$ cat config.mk
export PLATFORM = sky130hd
export DESIGN_NAME = feat_frame_tx
export DESIGN_NICKNAME = d
export VERILOG_FILES = /design/src/rtl/feat_pkg.sv /design/src/rtl/feat_pingpong_buf.sv /design/src/rtl/feat_frame_tx.sv
export SDC_FILE = /design/constraint.sdc
export NUM_CORES = 1
export LEC_CHECK = 0
export CAP_MARGIN = 0
export CORE_UTILIZATION = 66
export CTS_CLUSTER_SIZE = 12
export DETAILED_ROUTE_END_ITERATION = 7
export PLACE_DENSITY = 0.84
export REMOVE_ABC_BUFFERS = 1
export SYNTH_ARGS = -nofsm -noshare
export SYNTH_HDL_FRONTEND = slang
export SYNTH_HIERARCHICAL = 1
export SYNTH_SLANG_ARGS = --single-unit
$ cat constraint.sdc
create_clock -name clk -period 5.5 [get_ports clk]
set_input_delay 0.825 -clock clk [delete_from_list [all_inputs] [get_ports clk]]
set_output_delay 0.825 -clock clk [all_outputs]
set_load 0.01 [all_outputs]
$ cat src/rtl/feat_pkg.sv
// Shared defaults and types for the feature-vector transmit path into DP_main.
package feat_pkg;
    localparam int FEAT_DW       = 32;
    localparam int FEAT_NUM_COEF = 12;

    typedef enum logic [1:0] {ST_IDLE, ST_SEND, ST_GAP} tx_state_t;

    typedef logic signed [FEAT_DW-1:0] coef_t;
endpackage

$ cat src/rtl/feat_pingpong_buf.sv
// Two-bank frame store: one bank fills while the other is replayed; reads are combinational.
module feat_pingpong_buf #(
    parameter int NUM_COEF = 12,
    parameter int DW       = 32,
    parameter int IW       = $clog2(NUM_COEF)
) (
    input  logic          clk,
    input  logic          reset,
    input  logic          i_we,
    input  logic          i_wb,
    input  logic [IW-1:0] i_wi,
    input  logic [DW-1:0] i_wdata,
    input  logic          i_wflag,
    input  logic          i_rb,
    input  logic [IW-1:0] i_ri,
    output logic [DW-1:0] o_rdata,
    output logic          o_rflag
);
    logic [DW-1:0] r_mem [2][NUM_COEF];
    logic [1:0]    r_flag;

    always_ff @(posedge clk) begin
        if (i_we) r_mem[i_wb][i_wi] <= i_wdata;
    end

    // The vad flag belongs to the frame, so it is captured only with word 0.
    always_ff @(posedge clk or negedge reset) begin
        if (!reset) begin
            r_flag <= '0;
        end else if (i_we && i_wi == '0) begin
            r_flag[i_wb] <= i_wflag;
        end
    end

    assign o_rdata = r_mem[i_rb][i_ri];
    assign o_rflag = r_flag[i_rb];
endmodule

$ cat src/rtl/feat_frame_tx.sv
// Frame transmitter: collects NUM_COEF coefficients per frame into a ping-pong buffer and
// replays each complete frame as dv-strobed words separated by GAP idle cycles.
module feat_frame_tx
    import feat_pkg::*;
#(
    parameter int NUM_COEF = FEAT_NUM_COEF,
    parameter int DW       = FEAT_DW,
    parameter int GAP      = 1
) (
    input  logic          clk,
    input  logic          reset,
    input  logic [DW-1:0] coef_in,
    input  logic          coef_valid,
    output logic          coef_ready,
    input  logic          vad_in,
    input  logic          flush,
    output logic [DW-1:0] vec_out,
    output logic          dv_out,
    output logic          vad_out,
    output logic          busy
);
    localparam int            IW       = $clog2(NUM_COEF);
    localparam logic [IW-1:0] LAST     = IW'(NUM_COEF - 1);
    localparam logic [2:0]    GAP_LAST = 3'(GAP - 1);

    tx_state_t     r_state, w_state_nxt;
    logic [1:0]    r_full, w_full_nxt;
    logic          r_wb, w_wb_nxt;
    logic          r_rb, w_rb_nxt;
    logic [IW-1:0] r_wi, r_ri, w_ri_nxt;
    logic [2:0]    r_gcnt, w_gcnt_nxt;
    logic          w_we, w_wlast, w_release;
    logic [DW-1:0] w_rd_data;
    logic          w_rd_flag;
    logic          r_ready, r_dv, r_vad, r_busy;
    logic [DW-1:0] r_vec;
    logic          w_dv_d, w_vad_d, w_busy_d;
    logic [DW-1:0] w_vec_d;

    feat_pingpong_buf #(
        .NUM_COEF(NUM_COEF),
        .DW      (DW),
        .IW      (IW)
    ) u_buf (
        .clk    (clk),
        .reset  (reset),
        .i_we   (w_we),
        .i_wb   (r_wb),
        .i_wi   (r_wi),
        .i_wdata(coef_in),
        .i_wflag(vad_in),
        .i_rb   (r_rb),
        .i_ri   (r_ri),
        .o_rdata(w_rd_data),
        .o_rflag(w_rd_flag)
    );

    // Flush wins over a same-cycle transfer, whose word is dropped.
    assign w_we     = coef_valid && r_ready && !flush;
    assign w_wlast  = w_we && (r_wi == LAST);
    assign w_wb_nxt = r_wb ^ w_wlast;

    always_comb begin
        w_full_nxt = r_full;
        if (w_release) w_full_nxt[r_rb] = 1'b0;
        if (w_wlast)   w_full_nxt[r_wb] = 1'b1;
    end

    always_ff @(posedge clk or negedge reset) begin
        if (!reset) begin
            r_full  <= '0;
            r_wb    <= 1'b0;
            r_wi    <= '0;
            r_ready <= 1'b1;
        end else begin
            r_full  <= w_full_nxt;
            r_wb    <= w_wb_nxt;
            r_ready <= !w_full_nxt[w_wb_nxt];
            if (flush) begin
                r_wi <= '0;
            end else if (w_we) begin
                r_wi <= w_wlast ? '0 : r_wi + 1'b1;
            end
        end
    end

    always_ff @(posedge clk or negedge reset) begin
        if (!reset) begin
            r_state <= ST_IDLE;
            r_rb    <= 1'b0;
            r_ri    <= '0;
            r_gcnt  <= '0;
            r_dv    <= 1'b0;
            r_vec   <= '0;
            r_vad   <= 1'b0;
            r_busy  <= 1'b0;
        end else begin
            r_state <= w_state_nxt;
            r_rb    <= w_rb_nxt;
            r_ri    <= w_ri_nxt;
            r_gcnt  <= w_gcnt_nxt;
            r_dv    <= w_dv_d;
            r_vec   <= w_vec_d;
            r_vad   <= w_vad_d;
            r_busy  <= w_busy_d;
        end
    end

    always_comb begin
        w_state_nxt = r_state;
        w_rb_nxt    = r_rb;
        w_ri_nxt    = r_ri;
        w_gcnt_nxt  = r_gcnt;
        w_release   = 1'b0;
        case (r_state)
            ST_IDLE: begin
                if (r_full[r_rb]) begin
                    w_state_nxt = ST_SEND;
                    w_ri_nxt    = '0;
                end
            end
            ST_SEND: begin
                if (r_ri == LAST) begin
                    w_release = 1'b1;
                    w_rb_nxt  = !r_rb;
                    w_ri_nxt  = '0;
                    // Only a zero-gap link chains frames without the idle cycle.
                    w_state_nxt = (GAP == 0 && r_full[!r_rb]) ? ST_SEND : ST_IDLE;
                end else begin
                    w_ri_nxt    = r_ri + 1'b1;
                    w_gcnt_nxt  = '0;
                    w_state_nxt = (GAP == 0) ? ST_SEND : ST_GAP;
                end
            end
            ST_GAP: begin
                if (r_gcnt == GAP_LAST) w_state_nxt = ST_SEND;
                else                    w_gcnt_nxt  = r_gcnt + 1'b1;
            end
            default: w_state_nxt = ST_IDLE;
        endcase
    end

    always_comb begin
        w_dv_d   = (r_state == ST_SEND);
        w_vec_d  = w_dv_d ? w_rd_data : r_vec;
        w_vad_d  = (w_dv_d && r_ri == '0) ? w_rd_flag : r_vad;
        w_busy_d = (w_state_nxt != ST_IDLE);
    end

    assign coef_ready = r_ready;
    assign vec_out    = r_vec;
    assign dv_out     = r_dv;
    assign vad_out    = r_vad;
    assign busy       = r_busy;
endmodule

==> impl_metrics.toml, run 1 <==
[status]
status = "finished, final reports clean"

[worst_setup_path]
rr_endpoint = "vec_out[12]"
worstSetupPathType = "in -> reg"
cp-startpoint = "coef_valid"
endpoint_kind = "flop"
crit_path_end = "u_buf/r_mem[1][167]"
slowest_stage = "nor2_4"
path_cells = "clkdlybuf4s50_1 > nand2_2 > nor2_1 > nor2b_1 > nand3_1 > nor2_4"
r2r-start = "r_ri[0]"
worst_ep_required_time_ps = 5720
cp-start-kind = "input port"
path_buf_inv = 1
path_max_fanout = 32
slowest_delay_ps = 1030
worstRegToRegCells = 6
worst-path-stages = 6
cp_top_family = "simple AND/OR/NAND/NOR gates"
regToRegSetupSlack_ps = 2160
cp.arrival_ps = 3730

[synthesis]
netlist_instances = 1729
syn_area_mm2 = 0.0322
synth_cell_type_count = 53
synthFlopType = "edfxtp_1"
async_flop_share = 0.0668
syn_area_per_cell_um2 = 18.6
synth-edff-count = 768
ys_seq_area_frac = 0.758
synth_seq_cells = 823
ys_warn_count = 6

[grt]
gr-usage-all-layers = 0.313
first_global_vias = 17400
grt_max_degree = 61
grt-ovfl-total = 0
antenna_found_initial = 0
grt_pass1_wl_um = 112000

[place]
place_area_mm2 = 0.0336
place_hpwl_um = 41900
portBuffers = 72
routabilityCongestion = 0.844

[timing]
fin_tns_setup_ps = 0
grt_setup_unrepaired = "false"
holdWs_ps = 341
tightest_slew_ps = 1380
finClkSkew_ps = 20.2
post-route-min-period_ps = 3520
setup_violations = 0
finalHoldViolations = 0
relSlewSlack = 0.0766
clock.fmax_mhz = 284
min_period_over_period = 0.639
slew_viol_final = 0

[drt]
via_count = 17400
avgViaCountPerCell = 6.99
routedWlPerCell_um = 30.5
dr.pass1.iters = 6
drt-initial-drc-count = 2166
drt_wl_total_um = 76000
ant_nets = 0
drc = 0

[clock_network]
hold_buffers = 0
clkLatencyLatePin_ps = 620
post_cts_buffers = 0
postCtsResizedCells = 0
cts_max_path_buffers = 3
tritoncts.num_buffers = 82
h-tree-depth = 3
cts_tree = "done"
clk_pin_slew_ps = 60
root_buffer = "clkbuf_16"
cts.sinks = 823

[floorplan]
chipHeight_um = 223
ioPinCount = 73
core_mm2 = 0.0479
die_w_um = 223
num_rows = 80
die_area_mm2 = 0.0497
start_util = 0.672

[layout]
final_area_mm2 = 0.0361
drive_gt1_frac = 0.145
area_growth_pct = 12.0
nNetsFinal = 1862
insertedDiodeCount = 0
final_core_util = 0.753

[power_and_ir_drop]
leakage_nw = 10.9
peakVddDrop_mv = 0.307
p_per_area_mw_per_mm2 = 341

[flow_run]
cap_violations = 0

[worst_hold_path]
hold_path_class = "in -> async"
==> placed cells by master, fill, tap and decap left out, types with 5 or more instances in the layout <==
master	instances
a21oi_1	37
a22oi_1	96
buf_12	5
buf_4	21
clkbuf_1	48
clkbuf_16	86
clkbuf_8	7
clkdlybuf4s50_1	71
dfrtp_1	51
edfxtp_1	768
ha_1	8
inv_1	10
mux2_2	36
mux2i_1	258
mux4_2	64
nand2_1	44
nand2b_1	33
nand3_1	95
nor2_1	16
nor2_4	26
o211ai_1	33
o21ai_0	10
==> stage by stage <==
stage	instances	total power [mW]	setup slack [ps]
finish	2495	12.3	1980
floorplan	1635	7.05	-6540
global route	2495	12.6	1900
CTS	2495	12.3	2100
global placement	2347	7.21	1540
detailed placement	2347	7.23	1520
==> cells by family after synthesis <==
group | share of synthesized area
and+or+nand+nor | 0.0367
xor gates and xnor gates | 0.00105
DFF | 0.758
adders and majority gates | 0.00349
muxes | 0.138
AOI/OAI and AO/OA | 0.0429
buffers and inverters | 0.0192
==> Yosys cell counts, drive strengths merged, types with 2 or more instances <==
master | number | area, um2
mux2i | 259 | 2600
o22ai | 2 | 12.5
mux4 | 64 | 1440
and2 | 2 | 12.5
nand2b | 34 | 213
edfxtp | 768 | 23100
buf | 51 | 418
nor2 | 42 | 158
mux2 | 37 | 417
nand2 | 45 | 171
inv | 10 | 37.5
o211ai | 33 | 248
nand3b | 2 | 27.5
a22oi | 96 | 721
clkbuf | 43 | 163
ha | 9 | 113
nor2b | 7 | 46.3
xnor2 | 2 | 17.5
nand3 | 95 | 475
a221oi | 8 | 95.1
nor3 | 2 | 21.3
dfrtp | 54 | 1350
a21oi | 37 | 185
o21ai | 10 | 50.1
==> worst min-delay path by stage <==
stage,start,endpoint,slack (ps),depth (start not counted)
2_1_floorplan,u_buf/r_flag[1],u_buf/r_flag[1],480,1
3_3_place_gp,u_buf/r_flag[0],u_buf/r_flag[0],490,1
3_5_place_dp,vec_out[1],vec_out[1],500,1
4_1_cts,reset,r_state[0],390,1
5_1_grt,reset,r_state[0],420,1
6_report,reset,r_state[0],340,1
==> registers in the layout, summed over array words and instances (netlist names), 2 cells and up <==
signal and flops:
r_wi 4, u_buf/r_flag 2, r_ri 4, u_buf/r_mem 768
r_gcnt 3, r_full 2, r_state 2, vec_out 32
==> cell type report <==
cell class / count / area, um2
fill: 2534 / 11900
tap: 615 / 769
sequential: 823 / 24400
clock inverter: 7 / 48.8
timing repair buffer: 97 / 968
inverter: 10 / 37.5
multi-input combinational: 802 / 7390
clock buffer: 141 / 2430
==> routing by layer <==
layer	GRT usage	wire, um	part of all wire
met1	0.439	28100	0.37
met4	0.108	1970	0.026
met5	0	0	0
met3	0.0561	8130	0.11
met2	0.506	37800	0.50
==> power by group <==
group	leakage (nW)	internal [mW]	switching [mW]
Sequential	7.59	6.88	0.00932
Combinational	2.12	0.0485	0.167
Clock	1.20	2.99	2.21
Total	10.9	9.91	2.39
Power figures use the tool's default switching activity.
==> run 2, diff against run 1 <==
CORE_UTILIZATION = 56   (was 66)
PLACE_DENSITY = 0.76   (was 0.84)
clock period = 3.1 ns   (was 5.5 ns; I/O delays follow)
==> run 2 against run 1 <==
  * The run now ends with negative hold slack left
  * Total power is 78% higher
  * Critical path depth up 2
  * Clock power grew 79%
  * Die area increased by 18%
  * Global-route usage decreased by 6.7 points
  * Register-to-register slack lost 1600 ps
  * Flip-flop and latch count unchanged
  * Largest power group unchanged
==> impl_metrics.toml, run 2 (synthesized netlist as in run 1, its figures left out) <==
[power_and_ir_drop]
switching_power_mw = 4.26
p_clk_frac = 0.426
p_int_mw = 17.6
p_per_area_mw_per_mm2 = 590
fin_total_pwr_mw = 21.9
p_comb_frac = 0.016
peakVddDrop_mv = 0.496
swShare = 0.195
leakage_nw = 11.3
seq_power_share = 0.558

[drt]
drt-initial-drc-count = 1520
routedWlPerCell_um = 26.6
ant_nets = 0
via_count = 16700
dr.pass1.iters = 5
drc = 0
drt_wl_total_um = 71600
avgViaCountPerCell = 6.20

[layout]
drive_gt1_frac = 0.172
nNetsFinal = 1922
fillers = 3709
area_growth_pct = 15.1
insertedDiodeCount = 0
final_core_util = 0.655
largest_reg_flops = 768
top_register = "u_buf/r_mem"
final_common_cell = "edfxtp_1"
final_cell_mix = "edfxtp_1 (768), mux2i_1 (258), a22oi_1 (96), nand3_1 (95), clkbuf_16 (87)"

[floorplan]
num_rows = 87
chipHeight_um = 242
die_area_mm2 = 0.0585
start_util = 0.569
die_w_um = 242
ioPinCount = 73
core_mm2 = 0.0566

[place]
portBuffers = 72
routabilityCongestion = 0.799
place_hpwl_um = 42000

[timing]
post-route-min-period_ps = 2510
tightest_slew_ps = 1000
fin_tns_setup_ps = 0
finalHoldViolations = 1
setup_violations = 0
clock.fmax_mhz = 398
holdWs_ps = -0.937
finClkSkew_ps = 19.0
min_period_over_period = 0.811
relSlewSlack = 0.330
grt_setup_unrepaired = "false"
slew_viol_final = 0

[worst_setup_path]
cp-start-kind = "flop"
endpoint_kind = "flop"
worstSetupPathType = "reg -> reg"
cp.arrival_ps = 2810
rr_endpoint = "u_buf/r_mem[1][146]"
regToRegSetupSlack_ps = 590
worstRegToRegCells = 8
crit_path_end = "u_buf/r_mem[1][146]"
worst_ep_required_time_ps = 3400
r2r-start = "coef_ready"
path_max_fanout = 32
cp-startpoint = "coef_ready"

[clock_network]
cts_max_path_buffers = 3
cts_tree = "done"
tritoncts.num_buffers = 84
postCtsResizedCells = 0
hold_buffers = 0
h-tree-depth = 3
root_buffer = "clkbuf_16"
clk_pin_slew_ps = 60
cts.sinks = 823
clkLatencyLatePin_ps = 630
post_cts_buffers = 0

[grt]
antenna_found_initial = 0
grt-ovfl-total = 0
grt_pass1_wl_um = 107000
grt_max_degree = 61
gr-usage-all-layers = 0.247
first_global_vias = 17300

[status]
violations = "negative hold slack"
status = "finished with violations"

[flow_run]
cap_violations = 0

[worst_hold_path]
hold_path_class = "in -> async"
-- run 2: stage by stage --
stage	hold WS, ps	cells	instance area [um2]	worst slack [ps]
5_1_grt	39.9	2696	37100	477
3_5_place_dp	497	2546	34600	171
4_1_cts	19.5	2696	37100	601
3_3_place_gp	491	2546	34600	213
2_1_floorplan	169	1635	31600	-8940
6_report	-0.937	2696	37100	585
-- run 2: how the worst min path moves through the flow --
| stage | depth (start not counted) | endpoint | start | slack [ps] |
|---|---|---|---|---|
| global route | 1 | busy | reset | 40 |
| detailed placement | 1 | vec_out[10] | vec_out[10] | 500 |
| floorplan | 0 | busy | reset | 170 |
| CTS | 1 | r_state[1] | reset | 20 |
| finish | 1 | r_gcnt[2] | reset | -0.9 |
| global placement | 1 | vec_out[31] | vec_out[31] | 490 |
-- run 2: area by class of cell --
type	count	area (um2)	area share
Clock buffer	131	2400	0.0648
Tap cell	756	946	0.0255
Inverter	10	37.5	0.00101
Timing Repair Buffer	155	1740	0.0470
Clock inverter	19	118	0.00317
Sequential cell	823	24400	0.659
Multi-Input combinational cell	802	7390	0.199
-- run 2: routing by layer --
metal	track usage	wire length, um	vias up	share of wire
met4	0.0761	1800	0	0.025
li1	-	-	7233	-
met1	0.331	29100	8706	0.41
met3	0.0405	4360	135	0.061
met5	0	0	-	0
met2	0.417	36400	638	0.51
-- run 2: critical path, stage by stage (launching register included) --
cell	delay [ps]
dfstp_2	560
nand2_2	120
nor2_1	350
nor2b_1	220
buf_4	160
nand3_1	150
buf_4	220
nor2_4	120
buf_12	280
-- run 2: power groups by stage --
stage	sequential [mW]	clock [mW]	combinational (mW)
global placement	12.4	0	0.336
CTS	12.2	9.45	0.355
finish	12.2	9.31	0.351
detailed placement	12.4	0	0.355
global route	12.2	9.87	0.380
floorplan	12.4	0	0.0777
